<file path="config.mk">
export PLATFORM = sky130hd
export DESIGN_NAME = ysyx_25030081_rf_sb_flat
export DESIGN_NICKNAME = d
export VERILOG_FILES = /design/src/rtl/ysyx_25030081_rf_sb_pkg.sv /design/src/rtl/ysyx_25030081_rf_sb_if.sv /design/src/rtl/ysyx_25030081_sb_cnt.sv /design/src/rtl/ysyx_25030081_rf_sb.sv /design/src/flat_wrapper.sv
export SDC_FILE = /design/constraint.sdc
export NUM_CORES = 2
export LEC_CHECK = 0
export BUFFER_PORTS_ARGS = -buffer_cell sky130_fd_sc_hd__buf_2
export CELL_PAD_IN_SITES_DETAIL_PLACEMENT = 2
export CELL_PAD_IN_SITES_GLOBAL_PLACEMENT = 2
export CORE_ASPECT_RATIO = 0.8
export CORE_MARGIN = 4
export CORE_UTILIZATION = 42
export DETAILED_ROUTE_END_ITERATION = 16
export PLACE_DENSITY_LB_ADDON = 0.1
export SYNTH_ARGS = -nofsm -noshare
export SYNTH_HDL_FRONTEND = slang
export SYNTH_HIERARCHICAL = 1
export SYNTH_SLANG_ARGS = --single-unit
</file>
<file path="constraint.sdc">
create_clock -name clk -period 2.95 [get_ports clk]
set_clock_uncertainty 0.2 [all_clocks]
set_input_delay 0 -clock clk [delete_from_list [all_inputs] [get_ports clk]]
set_output_delay 0 -clock clk [all_outputs]
set_load 0.005 [all_outputs]
</file>
<file path="src/rtl/ysyx_25030081_rf_sb_pkg.sv">
// Shared defaults for the integer register file and its write scoreboard.
// Latency: n/a (constants and helpers only).
// Backpressure: n/a.
// Consumers: decode/issue, writeback and the register file itself import this
// package so that register width, index width and scoreboard depth agree.
package ysyx_25030081_rf_pkg;

  localparam int RF_ADDR_WIDTH = 5;   // 4 selects the 16-register RV32E file
  localparam int DATA_WIDTH    = 32;
  localparam int NR_RD         = 2;
  localparam int CNT_WIDTH     = 2;

  // Largest number of outstanding writes a CNT_WIDTH-bit counter can track.
  function automatic int cnt_max(input int w);
    return (1 << w) - 1;
  endfunction

  localparam int CNT_MAX = cnt_max(CNT_WIDTH);

endpackage

</file>
<file path="src/rtl/ysyx_25030081_rf_sb_if.sv">
// Operand-read / issue-reserve / writeback bundle between the pipeline and the
// register file. Reads and iss_ready are combinational on the slave side.
// Backpressure: iss_ready refuses a reservation once the rd counter is full.
// Ports: rd_addr/rd_data/rd_busy (NR_RD read ports, packed, port i at slice i),
//        iss_valid/iss_rd/iss_ready (reserve rd), wb_valid/wb_addr/wb_data
//        (write and release), flush (drop all reservations), sb_err (underflow).
interface ysyx_25030081_rf_sb_if #(
  parameter int RF_ADDR_WIDTH = ysyx_25030081_rf_pkg::RF_ADDR_WIDTH,
  parameter int DATA_WIDTH    = ysyx_25030081_rf_pkg::DATA_WIDTH,
  parameter int NR_RD         = ysyx_25030081_rf_pkg::NR_RD
);

  logic [NR_RD*RF_ADDR_WIDTH-1:0] rd_addr;
  logic [NR_RD*DATA_WIDTH-1:0]    rd_data;
  logic [NR_RD-1:0]               rd_busy;
  logic                           iss_valid;
  logic [RF_ADDR_WIDTH-1:0]       iss_rd;
  logic                           iss_ready;
  logic                           wb_valid;
  logic [RF_ADDR_WIDTH-1:0]       wb_addr;
  logic [DATA_WIDTH-1:0]          wb_data;
  logic                           flush;
  logic                           sb_err;

  // Pipeline side: decode/issue and writeback.
  modport master (
    output rd_addr, iss_valid, iss_rd, wb_valid, wb_addr, wb_data, flush,
    input  rd_data, rd_busy, iss_ready, sb_err
  );

  // Register file side.
  modport slave (
    input  rd_addr, iss_valid, iss_rd, wb_valid, wb_addr, wb_data, flush,
    output rd_data, rd_busy, iss_ready, sb_err
  );

endinterface

</file>
<file path="src/rtl/ysyx_25030081_sb_cnt.sv">
// Saturating up/down pending-write counter for one architectural register.
// Latency: count updates on the edge after inc/dec/flush; underflow is combinational.
// Backpressure: none here; the owner must not inc at max (it saturates if it does).
// Ports: clk, rst_n, inc (reserve), dec (release), flush (clear),
//        cnt (current count), underflow (release seen while count is zero).
module ysyx_25030081_sb_cnt #(
  parameter int CNT_WIDTH = 2
) (
  input  logic                 clk,
  input  logic                 rst_n,
  input  logic                 inc,
  input  logic                 dec,
  input  logic                 flush,
  output logic [CNT_WIDTH-1:0] cnt,
  output logic                 underflow
);

  localparam logic [CNT_WIDTH-1:0] CMAX = '1;
  localparam logic [CNT_WIDTH-1:0] ONE  = 1;

  // Flush wins over any same-cycle reserve/release; a simultaneous reserve and
  // release cancel out; the counter neither wraps up nor down.
  always_ff @(posedge clk or negedge rst_n) begin
    if (!rst_n) begin
      cnt <= '0;
    end else if (flush) begin
      cnt <= '0;
    end else if (inc && !dec && cnt != CMAX) begin
      cnt <= cnt + ONE;
    end else if (dec && !inc && cnt != '0) begin
      cnt <= cnt - ONE;
    end
  end

  // Releasing a register nobody reserved is a pipeline bookkeeping bug.
  assign underflow = dec && (cnt == '0);

endmodule

</file>
<file path="src/rtl/ysyx_25030081_rf_sb.sv">
// Integer register file (x0 = 0) with per-register pending-write scoreboard.
// Latency: reads/rd_busy/iss_ready combinational; writes and counters after the edge.
// Backpressure: iss_ready drops when the requested rd already has max writes pending.
// Ports: clk, rst_n (async, active low), bus (slave side of ysyx_25030081_rf_sb_if).
// Option: define YSYX_25030081_RF_BYPASS_EN to forward same-cycle writeback data
// to readers and let the last outstanding write unblock them in that cycle.
module ysyx_25030081_rf_sb #(
  parameter int RF_ADDR_WIDTH = ysyx_25030081_rf_pkg::RF_ADDR_WIDTH,
  parameter int DATA_WIDTH    = ysyx_25030081_rf_pkg::DATA_WIDTH,
  parameter int NR_RD         = ysyx_25030081_rf_pkg::NR_RD,
  parameter int CNT_WIDTH     = ysyx_25030081_rf_pkg::CNT_WIDTH
) (
  input  logic                  clk,
  input  logic                  rst_n,
  ysyx_25030081_rf_sb_if.slave  bus
);

  import ysyx_25030081_rf_pkg::*;

  localparam int NREG = 1 << RF_ADDR_WIDTH;
  localparam logic [CNT_WIDTH-1:0] CNT_SAT = CNT_WIDTH'(cnt_max(CNT_WIDTH));

  logic [DATA_WIDTH-1:0] mem [NREG];
  logic [CNT_WIDTH-1:0]  cnt [NREG];
  logic [NREG-1:0]       uflow;
  logic                  iss_fire;
  logic                  wb_fire;
  logic                  sb_err_q;

  // Readiness looks only at the current count, not at a same-cycle release,
  // so it never depends on wb_* timing.
  assign bus.iss_ready = (bus.iss_rd == '0) || (cnt[bus.iss_rd] != CNT_SAT);
  assign iss_fire      = bus.iss_valid && bus.iss_ready && (bus.iss_rd != '0);
  assign wb_fire       = bus.wb_valid && (bus.wb_addr != '0);

  // x0 has no counter: never busy, never reserved, never underflows.
  assign cnt[0]   = '0;
  assign uflow[0] = 1'b0;

  for (genvar r = 1; r < NREG; r++) begin : g_cnt
    ysyx_25030081_sb_cnt #(
      .CNT_WIDTH (CNT_WIDTH)
    ) u_cnt (
      .clk       (clk),
      .rst_n     (rst_n),
      .inc       (iss_fire && (bus.iss_rd == RF_ADDR_WIDTH'(r))),
      .dec       (wb_fire && (bus.wb_addr == RF_ADDR_WIDTH'(r))),
      .flush     (bus.flush),
      .cnt       (cnt[r]),
      .underflow (uflow[r])
    );
  end

  // Data is written whenever writeback fires, whatever the counter or flush say.
  always_ff @(posedge clk or negedge rst_n) begin
    if (!rst_n) begin
      for (int k = 0; k < NREG; k++) begin
        mem[k] <= '0;
      end
    end else if (wb_fire) begin
      mem[bus.wb_addr] <= bus.wb_data;
    end
  end

  always_ff @(posedge clk or negedge rst_n) begin
    if (!rst_n) begin
      sb_err_q <= 1'b0;
    end else begin
      sb_err_q <= |uflow;
    end
  end

  assign bus.sb_err = sb_err_q;

  for (genvar i = 0; i < NR_RD; i++) begin : g_rd
    logic [RF_ADDR_WIDTH-1:0] a;
    logic [CNT_WIDTH-1:0]     c;
    assign a = bus.rd_addr[i*RF_ADDR_WIDTH +: RF_ADDR_WIDTH];
    assign c = cnt[a];
`ifdef YSYX_25030081_RF_BYPASS_EN
    localparam logic [CNT_WIDTH-1:0] ONE = 1;
    logic hit;
    // wb_fire already excludes x0, so a hit implies a != 0.
    assign hit = wb_fire && (bus.wb_addr == a);
    assign bus.rd_data[i*DATA_WIDTH +: DATA_WIDTH] =
      (a == '0) ? '0 : (hit ? bus.wb_data : mem[a]);
    // The retiring write counts as done; c > 1 rather than c - 1 != 0 so an
    // erroneous release at count 0 does not spuriously mark the reader busy.
    assign bus.rd_busy[i] = hit ? (c > ONE) : (c != '0);
`else
    assign bus.rd_data[i*DATA_WIDTH +: DATA_WIDTH] = (a == '0) ? '0 : mem[a];
    assign bus.rd_busy[i] = (c != '0);
`endif
  end

endmodule
</file>
<file path="src/flat_wrapper.sv">
// flat-port wrapper written by rule: the top's interface ports become plain ports
module ysyx_25030081_rf_sb_flat import ysyx_25030081_rf_pkg::*;
#(
  parameter int RF_ADDR_WIDTH = ysyx_25030081_rf_pkg::RF_ADDR_WIDTH,
  parameter int DATA_WIDTH    = ysyx_25030081_rf_pkg::DATA_WIDTH,
  parameter int NR_RD         = ysyx_25030081_rf_pkg::NR_RD,
  parameter int CNT_WIDTH     = ysyx_25030081_rf_pkg::CNT_WIDTH
)
  (clk, rst_n, bus_rd_addr, bus_iss_valid, bus_iss_rd, bus_wb_valid, bus_wb_addr, bus_wb_data, bus_flush, bus_rd_data, bus_rd_busy, bus_iss_ready, bus_sb_err);
  ysyx_25030081_rf_sb_if #(.RF_ADDR_WIDTH(RF_ADDR_WIDTH), .DATA_WIDTH(DATA_WIDTH), .NR_RD(NR_RD)) bus_i ();
  input  logic clk;
  input  logic rst_n;
  input wire logic [$bits(bus_i.rd_addr)-1:0] bus_rd_addr;
  input wire logic [$bits(bus_i.iss_valid)-1:0] bus_iss_valid;
  input wire logic [$bits(bus_i.iss_rd)-1:0] bus_iss_rd;
  input wire logic [$bits(bus_i.wb_valid)-1:0] bus_wb_valid;
  input wire logic [$bits(bus_i.wb_addr)-1:0] bus_wb_addr;
  input wire logic [$bits(bus_i.wb_data)-1:0] bus_wb_data;
  input wire logic [$bits(bus_i.flush)-1:0] bus_flush;
  output wire logic [$bits(bus_i.rd_data)-1:0] bus_rd_data;
  output wire logic [$bits(bus_i.rd_busy)-1:0] bus_rd_busy;
  output wire logic [$bits(bus_i.iss_ready)-1:0] bus_iss_ready;
  output wire logic [$bits(bus_i.sb_err)-1:0] bus_sb_err;
  assign bus_i.rd_addr = bus_rd_addr;
  assign bus_i.iss_valid = bus_iss_valid;
  assign bus_i.iss_rd = bus_iss_rd;
  assign bus_i.wb_valid = bus_wb_valid;
  assign bus_i.wb_addr = bus_wb_addr;
  assign bus_i.wb_data = bus_wb_data;
  assign bus_i.flush = bus_flush;
  assign bus_rd_data = bus_i.rd_data;
  assign bus_rd_busy = bus_i.rd_busy;
  assign bus_iss_ready = bus_i.iss_ready;
  assign bus_sb_err = bus_i.sb_err;
  ysyx_25030081_rf_sb #(.RF_ADDR_WIDTH(RF_ADDR_WIDTH), .DATA_WIDTH(DATA_WIDTH), .NR_RD(NR_RD), .CNT_WIDTH(CNT_WIDTH)) u_core (.clk(clk), .rst_n(rst_n), .bus(bus_i));
endmodule
</file>
==> results.cfg <==
[run_status]
outcome = finished clean

[timing]
hold_ws_ps = 71.0
fmax_ghz = 0.342
drv_slew = 0
rsz0062_at_grt = yes
finalHoldViolations = 0
fin_crit_sh = 0.992
setup_violations = 0
period_minus_slack_ps = 2930
tightest_slew_ps = 1080
setup-tns-final_ps = 0
relSlewSlack = 0.282
postLayoutSetupSlackWorst_ps = 24.1

[global_routing]
top_usage_layer = met2
antenna_found_initial = 6
grt-ovfl-total = 0
grt_use_met3 = 0.0387
grt_use_met2 = 0.452
use_met1 = 0.428
grt_pass1_wl_microns = 316000
grt_max_degree = 125
grt.total_usage = 0.289
grt_pass1_vias = 43385

[setup_path]
cp_slowest_stage_delay_ps = 740
path_class = flip-flop to output pin
path_max_fanout = 7
required_ps = 2750
crit_slowest_cell = a2111oi_0
end_kind = output pin
path_cells = buf_4, nor3_1, a2111oi_0, o32ai_1, a2bb2oi_2, buf_2
startpoint_type = flip-flop
reg2reg_depth = 9
r2r_slack_ps = 30
critPathArrivalTime_ps = 2730

[cells_and_area]
syn_to_final_growth_pct = 15.8
num-fill-cells = 12955
nNetsFinal = 4261
drive_above_1_share = 0.533
final_util = 0.490

[clock_tree]
cts-root-buf = clkbuf_16
clock_latency_ps = 750
clock_tree.buffer_depth = 3
cts_buffers = 118
h-tree-depth = 3
cts.clk_slew.worst_paths_ps = 60
clock-sinks = 1087
tritoncts = yes

[place]
port_buffers = 124
dp_hpwl_microns = 128000
routabilityCongestion = 0.806
place_ws_ps = -113

[detailed_routing]
via_count = 39297
drt_iter0_drc = 2983
wire_per_inst_microns = 34.6
drc = 0
drt-vias-per-instance = 6.36
antenna_left = 0
first_pass_iters = 7
finalWirelength_microns = 214000

[synthesis]
async_flop_share = 1.00
ys_types = 47
synth_top_family_by_area = multiplexers
syn_nets = 4116
yosys_register_bits = 1087
synth_edf_count = 0
yosysSeqAreaShare = 0.456
synth_ff_type = dfrtp_1
synth_cells = 4059
synth-simple-area-share = 0.0467
synthXorXnorAreaFrac = 0
synth_mux_area_frac = 0.430
ys_warn_count = 6
synth-adder-area-share = 0
synth_compound_area_frac = 0.0354
postSynthAreaPerCell_sq_um = 14.7
syn_area_sq_um = 59700

[pwr]
leakage_uw = 0.0301
power_uw = 44500
ir_drop_mv = 0.533
pwr-share-clk = 0.354
power.density_nw_per_um2 = 645
pwr-share-comb = 0.206
pwr-share-seq = 0.440
netSwitchingPower_uw = 12300
p_sw_frac = 0.277
intPower_uw = 32200

[hold_path]
min_path_type = input pin to flip-flop
min_path_cells = 4

[floorplanning]
chipWidth_microns = 429
io_pins = 125
dieHeight_microns = 345
rows = 123
die_area_sq_um = 148000
design.core.area_sq_um = 141000
initial_core_util = 0.424

[run]
maxCapViolCount = 0
synth_stat cells, drive strengths merged, types with 4 or more instances:
library cell | n | area [sq um]
nor3b | 35 | 263
nor3 | 32 | 160
nand4b | 32 | 280
o22ai | 65 | 407
nand2 | 251 | 942
buf | 138 | 631
o311ai | 31 | 504
mux2i | 133 | 1330
a21bo | 31 | 310
nor4 | 19 | 119
or2 | 4 | 25.0
mux2 | 961 | 10800
dfrtp | 1087 | 27200
mux4 | 600 | 13500
o21ai | 4 | 20.0
a2111oi | 5 | 43.8
clkbuf | 280 | 1050
nand3b | 5 | 37.5
or3 | 33 | 206
nand2b | 75 | 469
a21oi | 37 | 185
nand3 | 4 | 20.0
inv | 54 | 203
a21o | 64 | 480
nor2 | 51 | 191
final timing paths:
path / endpoint / startpoint
worst min-delay path: u_core/mem[359] / bus_wb_data[7]
worst min register to register: u_core/mem[1003] / u_core/mem[1003]
min in group asynchronous: u_core/g_cnt[8].u_cnt/cnt[0] / rst_n
worst max-delay path: bus_rd_busy[0] / u_core/g_cnt[24].u_cnt/cnt[0]
max in group asynchronous: u_core/mem[229] / rst_n
worst max register to register: u_core/g_cnt[3].u_cnt/cnt[0] / u_core/g_cnt[2].u_cnt/cnt[1]
stage by stage:
step / area [sq um] / std cells
after global placement: 64000 / 5897
after global routing: 69000 / 6180
final: 69100 / 6182
after floorplan: 59700 / 4059
after CTS: 68700 / 6170
after detailed placement: 64000 / 5897
state kept, by name, indices dropped and copies added (netlist names):
name	flops
u_core/g_cnt.u_cnt/cnt	62
u_core/bus.sb_err	1
u_core/mem	1024
per-layer routing:
metal,routed length (microns),vias to the layer above
met3,9570,294
met2,99400,952
met1,98800,22138
met5,27,-
li1,-,15909
met4,5940,4
layout by cell type, fill, tap and decap left out, types with 49 or more instances in the layout:
master,netlist,final
dfrtp_1,1087,1084
buf_4,0,202
mux4_2,598,598
inv_1,52,49
dlygate4sd3_1,0,51
mux2_2,961,956
mux2i_1,133,133
buf_12,1,66
a21o_1,64,64
nand2b_1,75,56
o22ai_1,65,64
buf_2,59,114
clkbuf_16,0,122
nand2_1,251,236
cells by family after synthesis:
logic type      Yosys count
simple gates            552
mux                    1694
compound gates          254
buf+inv                 472
flops                  1087
critical path, delay by kind of cell (launching register included):
kind | cells | cell delay (ps)
compound gates | 3 | 1280
simple gates | 1 | 60
buf+inv | 2 | 310
flops | 1 | 380
power groups by stage:
stage	sequential, uW	clock, uW	combinational [uW]
after detailed placement	19800	0	9080
after global placement	19500	0	8800
after CTS	19600	16100	9230
after floorplan	19000	0	6610
after global routing	20000	16800	9830
final	19600	15800	9160
repair_timing:
action                                 4_1_cts  5_1_grt
cloned                                       0        1
buffers inserted                             1        8
pin swaps                                    1        7
endpoints found under the hold margin     2141        0
setup endpoints to repair                    3       19
gates resized for setup                     10       45
hold buffers                                52        0
area by class of cell:
type,count,area (sq um),share of cell area
multi-input combinational,2500,31100,0.451
sequential,1087,27200,0.394
timing repair buffer,443,4060,0.0589
clock buffer,171,3530,0.0511
tap,1875,2350,0.0340
clock inverter,49,559,0.00810
inverter,54,219,0.00317
antenna,3,7.51,0.000109
No activity file was read; power rests on OpenSTA's default activity.
